### config.mk
export PLATFORM = sky130hd
export DESIGN_NAME = load_unit_flat
export DESIGN_NICKNAME = d
export VERILOG_FILES = /design/src/rtl/load_pkg.sv /design/src/rtl/load_unit_if.sv /design/src/rtl/load_extract.sv /design/src/rtl/load_unit.sv /design/src/flat_wrapper.sv
export SDC_FILE = /design/constraint.sdc
export NUM_CORES = 1
export LEC_CHECK = 0
export BUFFER_PORTS_ARGS = -buffer_cell sky130_fd_sc_hd__buf_2
export CAP_MARGIN = 5
export CORE_MARGIN = 10
export CORE_UTILIZATION = 48
export CTS_CLUSTER_DIAMETER = 200
export DETAILED_ROUTE_END_ITERATION = 6
export GPL_ROUTABILITY_DRIVEN = 0
export GPL_TIMING_DRIVEN = 0
export PLACE_DENSITY = 0.77
export RECOVER_POWER = 25
export SETUP_SLACK_MARGIN = 0.15
export SYNTH_ARGS = -nofsm -noshare
export SYNTH_HDL_FRONTEND = slang
export SYNTH_HIERARCHICAL = 1
export SYNTH_SLANG_ARGS = --single-unit
### constraint.sdc
create_clock -name clk -period 2.9 [get_ports clk]
set_input_delay 0.58 -clock clk [delete_from_list [all_inputs] [get_ports clk]]
set_output_delay 0.58 -clock clk [all_outputs]
set_load 0.005 [all_outputs]
### src/rtl/load_pkg.sv
// load_pkg: shared types for the load unit (FSM states, funct3 encodings, error codes, legality helpers)
package load_pkg;
    typedef enum logic [2:0] {IDLE, REQ, WAIT, WB, ERR} state_t;
    localparam logic [2:0] F3_LB  = 3'b000;
    localparam logic [2:0] F3_LH  = 3'b001;
    localparam logic [2:0] F3_LW  = 3'b010;
    localparam logic [2:0] F3_LBU = 3'b100;
    localparam logic [2:0] F3_LHU = 3'b101;
    localparam logic [1:0] EC_MISALIGN = 2'b01;
    localparam logic [1:0] EC_ILLEGAL  = 2'b10;
    localparam logic [1:0] EC_TIMEOUT  = 2'b11;
    function automatic logic f3_illegal(input logic [2:0] f);
        return !(f inside {F3_LB, F3_LH, F3_LW, F3_LBU, F3_LHU});
    endfunction
    function automatic logic misaligned(input logic [2:0] f, input logic [1:0] a);
        return ((f == F3_LH || f == F3_LHU) && a[0]) || (f == F3_LW && a != 2'b00);
    endfunction
endpackage

### src/rtl/load_unit_if.sv
// load_unit_if: memory read bus; master = load unit (mem_req, mem_addr out; mem_gnt, mem_rvalid, mem_rdata in), slave = memory
interface load_unit_if;
    logic        mem_req;
    logic [31:0] mem_addr;
    logic        mem_gnt;
    logic        mem_rvalid;
    logic [31:0] mem_rdata;
    modport master(output mem_req, mem_addr, input mem_gnt, mem_rvalid, mem_rdata);
    modport slave(input mem_req, mem_addr, output mem_gnt, mem_rvalid, mem_rdata);
endinterface

### src/rtl/load_extract.sv
// load_extract: selects byte/halfword/word lane of little-endian rdata by ea[1:0] and sign/zero extends (rdata, ea_lo, funct3 in; data out)
module load_extract
    import load_pkg::*;
(
    input  logic [31:0] rdata,
    input  logic [1:0]  ea_lo,
    input  logic [2:0]  funct3,
    output logic [31:0] data
);
    logic [7:0]  b;
    logic [15:0] h;
    logic        sx;
    always_comb begin
        b    = rdata[{ea_lo, 3'b000} +: 8];
        h    = rdata[{ea_lo[1], 4'b0000} +: 16];
        sx   = !funct3[2];
        data = funct3 == F3_LW ? rdata :
               funct3[1:0] == 2'b01 ? {{16{sx & h[15]}}, h} : {{24{sx & b[7]}}, b};
    end
endmodule

### src/rtl/load_unit.sv
// load_unit: single-outstanding load FSM (IDLE/REQ/WAIT/WB/ERR)
// ports: clk, reset (sync, active-high); start/base/offset/rd/funct3 request in, ready out;
//        mem (load_unit_if.master) memory bus; reg_write/write_reg/write_data register-file write;
//        done/err one-cycle completion pulses with err_code (01 misaligned, 10 illegal funct3, 11 timeout)
module load_unit
    import load_pkg::*;
#(
    parameter int TIMEOUT = 255
) (
    input  logic        clk,
    input  logic        reset,
    input  logic        start,
    input  logic [31:0] base,
    input  logic [15:0] offset,
    input  logic [4:0]  rd,
    input  logic [2:0]  funct3,
    output logic        ready,
    load_unit_if.master mem,
    output logic        reg_write,
    output logic [4:0]  write_reg,
    output logic [31:0] write_data,
    output logic        done,
    output logic        err,
    output logic [1:0]  err_code
);
    localparam int CW = $clog2(TIMEOUT + 1);
    state_t      state, nxt;
    logic [31:0] ea, ea_n, ext;
    logic [4:0]  rd_q;
    logic [2:0]  f3_q;
    logic [CW-1:0] cnt, cnt_n;
    logic [1:0]  code_n;
    load_extract u_extract (.rdata(mem.mem_rdata), .ea_lo(ea[1:0]), .funct3(f3_q), .data(ext));
    assign ready = state == IDLE;
    always_comb begin
        nxt    = state;
        ea_n   = ea;
        cnt_n  = '0;
        code_n = EC_MISALIGN;
        case (state)
            IDLE: if (start) begin
                ea_n   = base + {{16{offset[15]}}, offset};
                nxt    = f3_illegal(funct3) || misaligned(funct3, ea_n[1:0]) ? ERR : REQ;
                code_n = f3_illegal(funct3) ? EC_ILLEGAL : EC_MISALIGN;
            end
            REQ:  nxt = mem.mem_gnt ? WAIT : REQ;
            WAIT: if (mem.mem_rvalid) nxt = WB;
                  else if (cnt == CW'(TIMEOUT - 1)) begin
                      nxt    = ERR;
                      code_n = EC_TIMEOUT;
                  end else cnt_n = cnt + 1'b1;
            default: nxt = IDLE;
        endcase
    end
    // Outputs are registered from the next state so they coincide with the state they belong to.
    always_ff @(posedge clk) begin
        if (reset) begin
            state        <= IDLE;
            ea           <= '0;
            rd_q         <= '0;
            f3_q         <= '0;
            cnt          <= '0;
            mem.mem_req  <= 1'b0;
            mem.mem_addr <= '0;
            reg_write    <= 1'b0;
            write_reg    <= '0;
            write_data   <= '0;
            done         <= 1'b0;
            err          <= 1'b0;
            err_code     <= '0;
        end else begin
            state <= nxt;
            ea    <= ea_n;
            cnt   <= cnt_n;
            if (state == IDLE && start) begin
                rd_q <= rd;
                f3_q <= funct3;
            end
            mem.mem_req  <= nxt == REQ;
            mem.mem_addr <= nxt == REQ ? {ea_n[31:2], 2'b00} : '0;
            done         <= nxt == WB;
            reg_write    <= nxt == WB && rd_q != 5'd0;
            write_reg    <= nxt == WB ? rd_q : '0;
            write_data   <= nxt == WB ? ext : '0;
            err          <= nxt == ERR;
            err_code     <= nxt == ERR ? code_n : '0;
        end
    end
endmodule

### src/flat_wrapper.sv
// flat-port wrapper written by rule: the top's interface ports become plain ports
module load_unit_flat import load_pkg::*;
#(
    parameter int TIMEOUT = 255
)
  (clk, reset, start, base, offset, rd, funct3, ready, reg_write, write_reg, write_data, done, err, err_code, mem_mem_req, mem_mem_addr, mem_mem_gnt, mem_mem_rvalid, mem_mem_rdata);
  load_unit_if mem_i ();
  input  logic clk;
  input  logic reset;
  input  logic start;
  input  logic [31:0] base;
  input  logic [15:0] offset;
  input  logic [4:0] rd;
  input  logic [2:0] funct3;
  output logic ready;
  output logic reg_write;
  output logic [4:0] write_reg;
  output logic [31:0] write_data;
  output logic done;
  output logic err;
  output logic [1:0] err_code;
  output wire logic [$bits(mem_i.mem_req)-1:0] mem_mem_req;
  output wire logic [$bits(mem_i.mem_addr)-1:0] mem_mem_addr;
  input wire logic [$bits(mem_i.mem_gnt)-1:0] mem_mem_gnt;
  input wire logic [$bits(mem_i.mem_rvalid)-1:0] mem_mem_rvalid;
  input wire logic [$bits(mem_i.mem_rdata)-1:0] mem_mem_rdata;
  assign mem_mem_req = mem_i.mem_req;
  assign mem_mem_addr = mem_i.mem_addr;
  assign mem_i.mem_gnt = mem_mem_gnt;
  assign mem_i.mem_rvalid = mem_mem_rvalid;
  assign mem_i.mem_rdata = mem_mem_rdata;
  load_unit #(.TIMEOUT(TIMEOUT)) u_core (.clk(clk), .reset(reset), .start(start), .base(base), .offset(offset), .rd(rd), .funct3(funct3), .ready(ready), .mem(mem_i), .reg_write(reg_write), .write_reg(write_reg), .write_data(write_data), .done(done), .err(err), .err_code(err_code));
endmodule
Word-level counts from Yosys, hierarchy flattened
Index checks and enable logic that the tools add are counted.
{"block": "word_totals", "ff_bits": 126, "latch_bits": 0, "ramBits": 0, "mem_bits_ro": 0, "word_cells": 71, "n_memories": 0}
{"block": "classes", "n_addsub": 2, "n_mul": 0, "n_div": 0, "order_cmp": 0, "eq_ne": 12, "n_shift": 2, "mux": 15, "n_bitwise": 6, "reduce_logical": 19}
{"op": "2-to-1 mux 32 bit", "n": 4}
{"op": "adder 32 bit", "n": 1}
{"op": "variable part select 32 x 6 -> 16 bit", "n": 1}
{"op": "variable part select 32 x 6 -> 8 bit", "n": 1}
{"op": "== test 3 x 2 -> 1 bit (second input constant)", "n": 4}
{"op": "2-to-1 mux 3 bit", "n": 4}
{"op": "2-to-1 mux 2 bit", "n": 5}
{"op": "nonzero test 5 bit", "n": 2}
{"op": "== test 3 x 1 -> 1 bit (second input constant)", "n": 3}
{"op": "== test 3 bit (second input constant)", "n": 3}
{"op": "case mux 3 bit (3 select lines)", "n": 1}
{"op": "adder 8 x 1 -> 8 bit (second input constant)", "n": 1}
{"op": "== test 8 bit (second input constant)", "n": 1}
{"op": "logical NOT 3 bit", "n": 2}
{"op": "OR reduction 2 bit", "n": 3}
{"op": "logical AND 1 bit", "n": 4}
{"op": "inverter 1 bit", "n": 4}
{"op": "case mux 2 bit (2 select lines)", "n": 1}
{"op": "OR reduction 4 bit", "n": 1}
{"op": "logical OR 1 bit", "n": 3}
{"op": "AND 1 bit", "n": 2}
{"op": "== test 2 x 1 -> 1 bit (second input constant)", "n": 1}
{"op": "logical NOT 1 bit", "n": 2}
{"op": "AND reduction 2 bit", "n": 1}
{"op": "nonzero test 2 bit", "n": 1}

Longest topological paths before layout
{"block": "depth", "ltp_word": 11, "ltp_mapped": 11, "depth_no_buf": 10}

By module
Netlist, hierarchy kept.
{"mod": "load_unit", "instances": 1, "cells_each": 648, "area_each_um2": 5691.7, "seq_area_each_um2": 2482.4}
{"mod": "load_extract", "instances": 1, "cells_each": 91, "area_each_um2": 675.6, "seq_area_each_um2": 0.0}

Least setup slack after synthesis
No wires, ideal clock.
{"block": "synth_path", "path_type": "input to register", "start": "input offset[0]", "end": "register u_core.mem.mem_addr[30]", "setup_ps": 120, "arrival_time_ps": 2658, "required_time_ps": 2780, "path_slack_ps": 122, "cell_stages": 10, "n_path_buf": 0, "path_cell_list": "ha_1 fa_1 a211oi_1 o211ai_1 a41oi_1 o22ai_1 o2111ai_1 a22o_1 nor4_2 a211o_1"}
{"block": "synth_between", "elab_chain_len": 11, "word_cells_on_any_way": 14, "cone_classes": "1 x add/sub; 1 x eq/ne; 5 x mux; 1 x bitwise; 6 x reduce/logical"}
{"element": "start, declared", "line": "flat_wrapper.sv:12", "text": "input logic [15:0] offset;"}
{"element": "adder 32 bit *", "line": "load_unit.sv:42", "text": "ea_n = base + {{16{offset[15]}}, offset};"}
{"element": "nonzero test 2 bit", "line": "load_pkg.sv:16", "text": "return ((f == F3_LH || f == F3_LHU) && a[0]) || (f == F3_LW && a != 2'b00);"}
{"element": "logical AND 1 bit", "line": "load_pkg.sv:16"}
{"element": "logical OR 1 bit", "line": "load_pkg.sv:16"}
{"element": "logical OR 1 bit", "line": "load_unit.sv:43", "text": "nxt = f3_illegal(funct3) || misaligned(funct3, ea_n[1:0]) ? ERR : REQ;"}
{"element": "2-to-1 mux 3 bit", "line": "load_unit.sv:43"}
{"element": "2-to-1 mux 3 bit", "line": "load_unit.sv:41", "text": "IDLE: if (start) begin"}
{"element": "case mux 3 bit (3 select lines)", "line": "load_unit.sv:40", "text": "case (state)"}
{"element": "== test 3 x 1 -> 1 bit", "line": "load_unit.sv:80", "text": "mem.mem_addr <= nxt == REQ ? {ea_n[31:2], 2'b00} : '0;"}
{"element": "inverter 1 bit (no source line)"}
{"element": "OR reduction 2 bit (no source line)"}
{"element": "end signal, assigned", "line": "load_unit.sv:80"}
{"element": "end, declared", "line": "load_unit_if.sv:8", "text": "modport master(output mem_req, mem_addr, input mem_gnt, mem_rvalid, mem_rdata);"}
Mark *: on every way between the ends. The rest lies on a longest branch, timed or not.
A chain may end at the register's enable or synchronous reset.

Worst setup path after layout
{"block": "layout_path", "start": "input offset[15]", "end": "register u_core.mem.mem_addr[25]"}
{"block": "layout_between", "elab_chain_len": 3}
{"element": "adder 32 bit", "line": "load_unit.sv:42"}
{"element": "2-to-1 mux 32 bit", "line": "load_unit.sv:41"}
{"element": "2-to-1 mux 32 bit", "line": "load_unit.sv:40"}
Every way passes these cells.

==> results.md <==
- Die X-Extent: 135 um
- Reg-to-Reg End: u_core/mem.mem_addr[13]$_SDFF_PP0_
- WP data arrival: 3.08 ns
- Clock Latency Late Sink: 0.42 ns
- Vias in the first global route: 5,767
- Post-synthesis register bit count: 124
- Crit end category: register
- PortBufs: 165
- Initial DRC count: 440
- Crit-path slowest cell: ha_1
- Slew Viols, Final: 0
- R2R setup slack: 0.60 ns
- Yosys cell types: 65
- Fin Setup TNS: 0 ns
- CTS tree: yes
- Hold Startpoint: rd[0]
- Multi-input gate area: 3690 um^2
- Top Metal Used: met4
- Drt wl/cell: 16.3 um
- Max Cap Viol: 0
- Clk slew on worst S/H paths: 0.06 ns
- Min Tclk post-route: 2.79 ns
- 1st-pass router iterations: 5
- Syn Inst Count: 739
- Post-DP HPWL: 14,000 um
- Wirelength, routed: 18,300 um
- Main combinational cell family by area after synthesis: simple AND/OR/NAND/NOR gates
- Mapped cell area: 6370 um^2
- Seq. cell area: 2480 um^2
- Worst vdd ir: 404 uV
- Skew final: 0.0120 ns
- Layout area overhead: 26.5%
- Hold endpoint: u_core/rd_q[0]$_SDFFE_PP0P_
- Vias: 6,018
- Total die area: 18,300 um^2
- Number of top-level pins: 169
- Crit-path max cell delay: 0.43 ns
- Root Buffer: clkbuf_16
- Met2 Wirelength: 8490 um
- Slew HR: 46.0%
- Largest net degree at the start of global routing: 18
- H-tree depth: 4
- CP Data Required Time: 3.19 ns
- RSZ-0062 raised after global routing: true
- F_max: 0.358 GHz
- Placed cell count: 1,081
- Worst-path fanout max: 17
- Power Total: 4.92 mW
- Final setup viols: 0
- Startpoint Class: input pin
- Final instance area: 8060 um^2
- Final worst slack: 0.110 ns
- Grt total ovfl: 0
- WS Path Type: in -> reg
- Mapped Avg Cell Area: 8.62 um^2
- Number of CTS-inserted buffers: 17
- Final period util: 96.2%
- CP Cell Sequence: clkbuf_4 -> ha_1 -> a21oi_1 -> o21ai_0 -> a211oi_2 -> o21ai_0 -> a211oi_1 -> o221ai_1 -> a21oi_1 -> nor3_1
- Nets: 1,057
- Synth Area in Compound Gates: 19.5%
- Class of the worst hold path: in -> reg
- Initial antenna violation count: 3
- Hold-fix buffers, CTS: 0
- GRT Resource Usage Total: 19.1%
- Placement Cell Area: 7420 um^2
- EDFF count, synth: 0
- Syn. warnings: 6
- Rows: 42
- Share of layout cells above drive strength 1: 21.2%
- Clock sink total: 124
- Routed wl met3: 1370 um
- Die Ht: 135 um
- Core area: 13,100 um^2
- Post-synth top flop: dfxtp_1
- Post-DRT Antenna Nets: 0
- WP depth: 10
- Multiplexer share of the synthesized area: 4.30%
- Outcome: complete, no violations
- Delay-heaviest family, CP: compound AO/OA/AOI/OAI gates
- Routed vias/inst: 5.37
- Place WS: -0.427 ns
- Synth Area in Adders: 6.80%
- Reg2reg path depth: 6
- Final hold violations: 0
- Ys async rst share: 0%
- First-pass GRT wire length: 28,200 um
- XOR/XNOR Fraction of Synth Area: 4.26%
- Top Registers: u_core/ea: 32 flops, u_core/write_data: 32 flops, u_core/mem.mem_addr: 30 flops
- Pwr per Cell Area: 611 nW/um^2
- WP buf/inv: 1
- Fin cells: 1,121
- Worst Hold Depth: 3
- Fillers: 1,216
- Residual DRC: 0
- WL met1: 8010 um
- Max clock buf depth: 2
- Slew @ Worst Pin: 0.810 ns
- Simple-gate share of the synthesized area: 22.0%
- P_leak: 3.75 nW
- Sequential-to-total area share from yosys stat: 39.0%
- Hold WS: 0.404 ns
- Final core utilization: 61.3%
- FF-to-FF Start: u_core/state[0]$_SDFF_PP0_
- Initial Util: 48.5%
[layout make-up]
class / instances / area share [%]
clock buffers: 19 / 5.62
repair buffers: 171 / 10.3
clock inverters: 12 / 1.41
plain buffers: 47 / 2.81
diodes: 3 / 0.0932
multi-input cells: 560 / 45.8
well taps: 176 / 2.73
inverters: 9 / 0.419
flip-flops and latches: 124 / 30.8
[how the worst max path moves through the flow]
stage	start	end	slack [ns]
global placement	offset[0]	u_core/mem.mem_addr[30]$_SDFF_PP0_	-0.41
finish	offset[15]	u_core/mem.mem_addr[25]$_SDFF_PP0_	0.11
detailed placement	offset[0]	u_core/mem.mem_addr[30]$_SDFF_PP0_	-0.43
global route	offset[15]	u_core/mem.mem_addr[25]$_SDFF_PP0_	0.05
floorplan	offset[0]	u_core/mem.mem_addr[30]$_SDFF_PP0_	0.16
CTS	offset[0]	u_core/mem.mem_addr[30]$_SDFF_PP0_	0.15
[repair_timing]
item	in CTS	in global routing
resized for setup	4	9
buffers inserted	0	6
setup endpoints to repair	16	26
pin swaps	1	10
[cells in the final DEF (no fill, tap or decap), types with 9 or more instances in the layout]
cell and n:
buf_2 132, dfxtp_1 124, nor2_1 89, clkbuf_1 67, nand2_1 66, a21oi_1 59, and3_1 44, ha_1 32
a21o_1 28, mux2i_1 26, xnor2_1 22, nand3_1 21, clkbuf_16 17, o21ai_0 15, and2_1 11, buf_4 11
nor3_1 9, a22o_1 9, xor2_1 9
[logic make-up after synthesis]
kind of cell	after synthesis
fa+ha+maj	34
mux	27
simple gates	283
flops	124
buf+inv	56
other cells	1
compound gates	183
xor+xnor	31
[cell usage after synthesis, drive strengths merged, types with 2 or more instances]
library cell / instances / share of area [%]
nand3b: 6 / 0.71
mux2i: 27 / 4.3
nor2b: 6 / 0.59
and3: 44 / 4.3
ha: 33 / 6.5
buf: 15 / 1.6
or3: 3 / 0.29
nand2: 66 / 3.9
nor3: 10 / 0.86
nor2: 89 / 5.2
inv: 9 / 0.53
a21oi: 60 / 4.8
xor2: 9 / 1.2
nand2b: 4 / 0.39
o221ai: 4 / 0.55
nand3: 21 / 1.7
nand4b: 2 / 0.28
o211a: 8 / 1.3
and2: 12 / 1.2
a21o: 28 / 3.3
a211oi: 7 / 0.90
nand4: 8 / 1.0
and4: 2 / 0.28
dfxtp: 124 / 39
a31oi: 5 / 0.49
o31ai: 2 / 0.24
clkbuf: 32 / 1.9
a211o: 2 / 0.28
a21boi: 2 / 0.24
xnor2: 22 / 3.0
or4: 6 / 0.71
o21ai: 24 / 1.9
o22ai: 3 / 0.29
a22o: 9 / 1.2
o21bai: 8 / 0.94
o21a: 8 / 1.1
o211ai: 4 / 0.47
[metal layers]
metal	GRT usage [%]	vias up
li1	-	3023
met1	23.4	2740
met2	30.4	223
met3	6.45	32
met4	6.94	0
met5	0	-
[report_power, final]
part | internal, mW | switching [mW] | total [mW]
Clock | 1.22 | 0.783 | 2.01
Combinational | 0.455 | 0.628 | 1.08
Sequential | 1.80 | 0.0359 | 1.84
Total | 3.48 | 1.45 | 4.92
[worst register-to-register path, cell delays in order, from the launching register on]
cell	delay (ns)
dfxtp_1	0.34
nor3_2	0.24
and2_1	0.15
clkbuf_1	0.33
buf_1	0.67
mux2i_1	0.34
nor2_1	0.10
(Power assumes the default switching activity.)
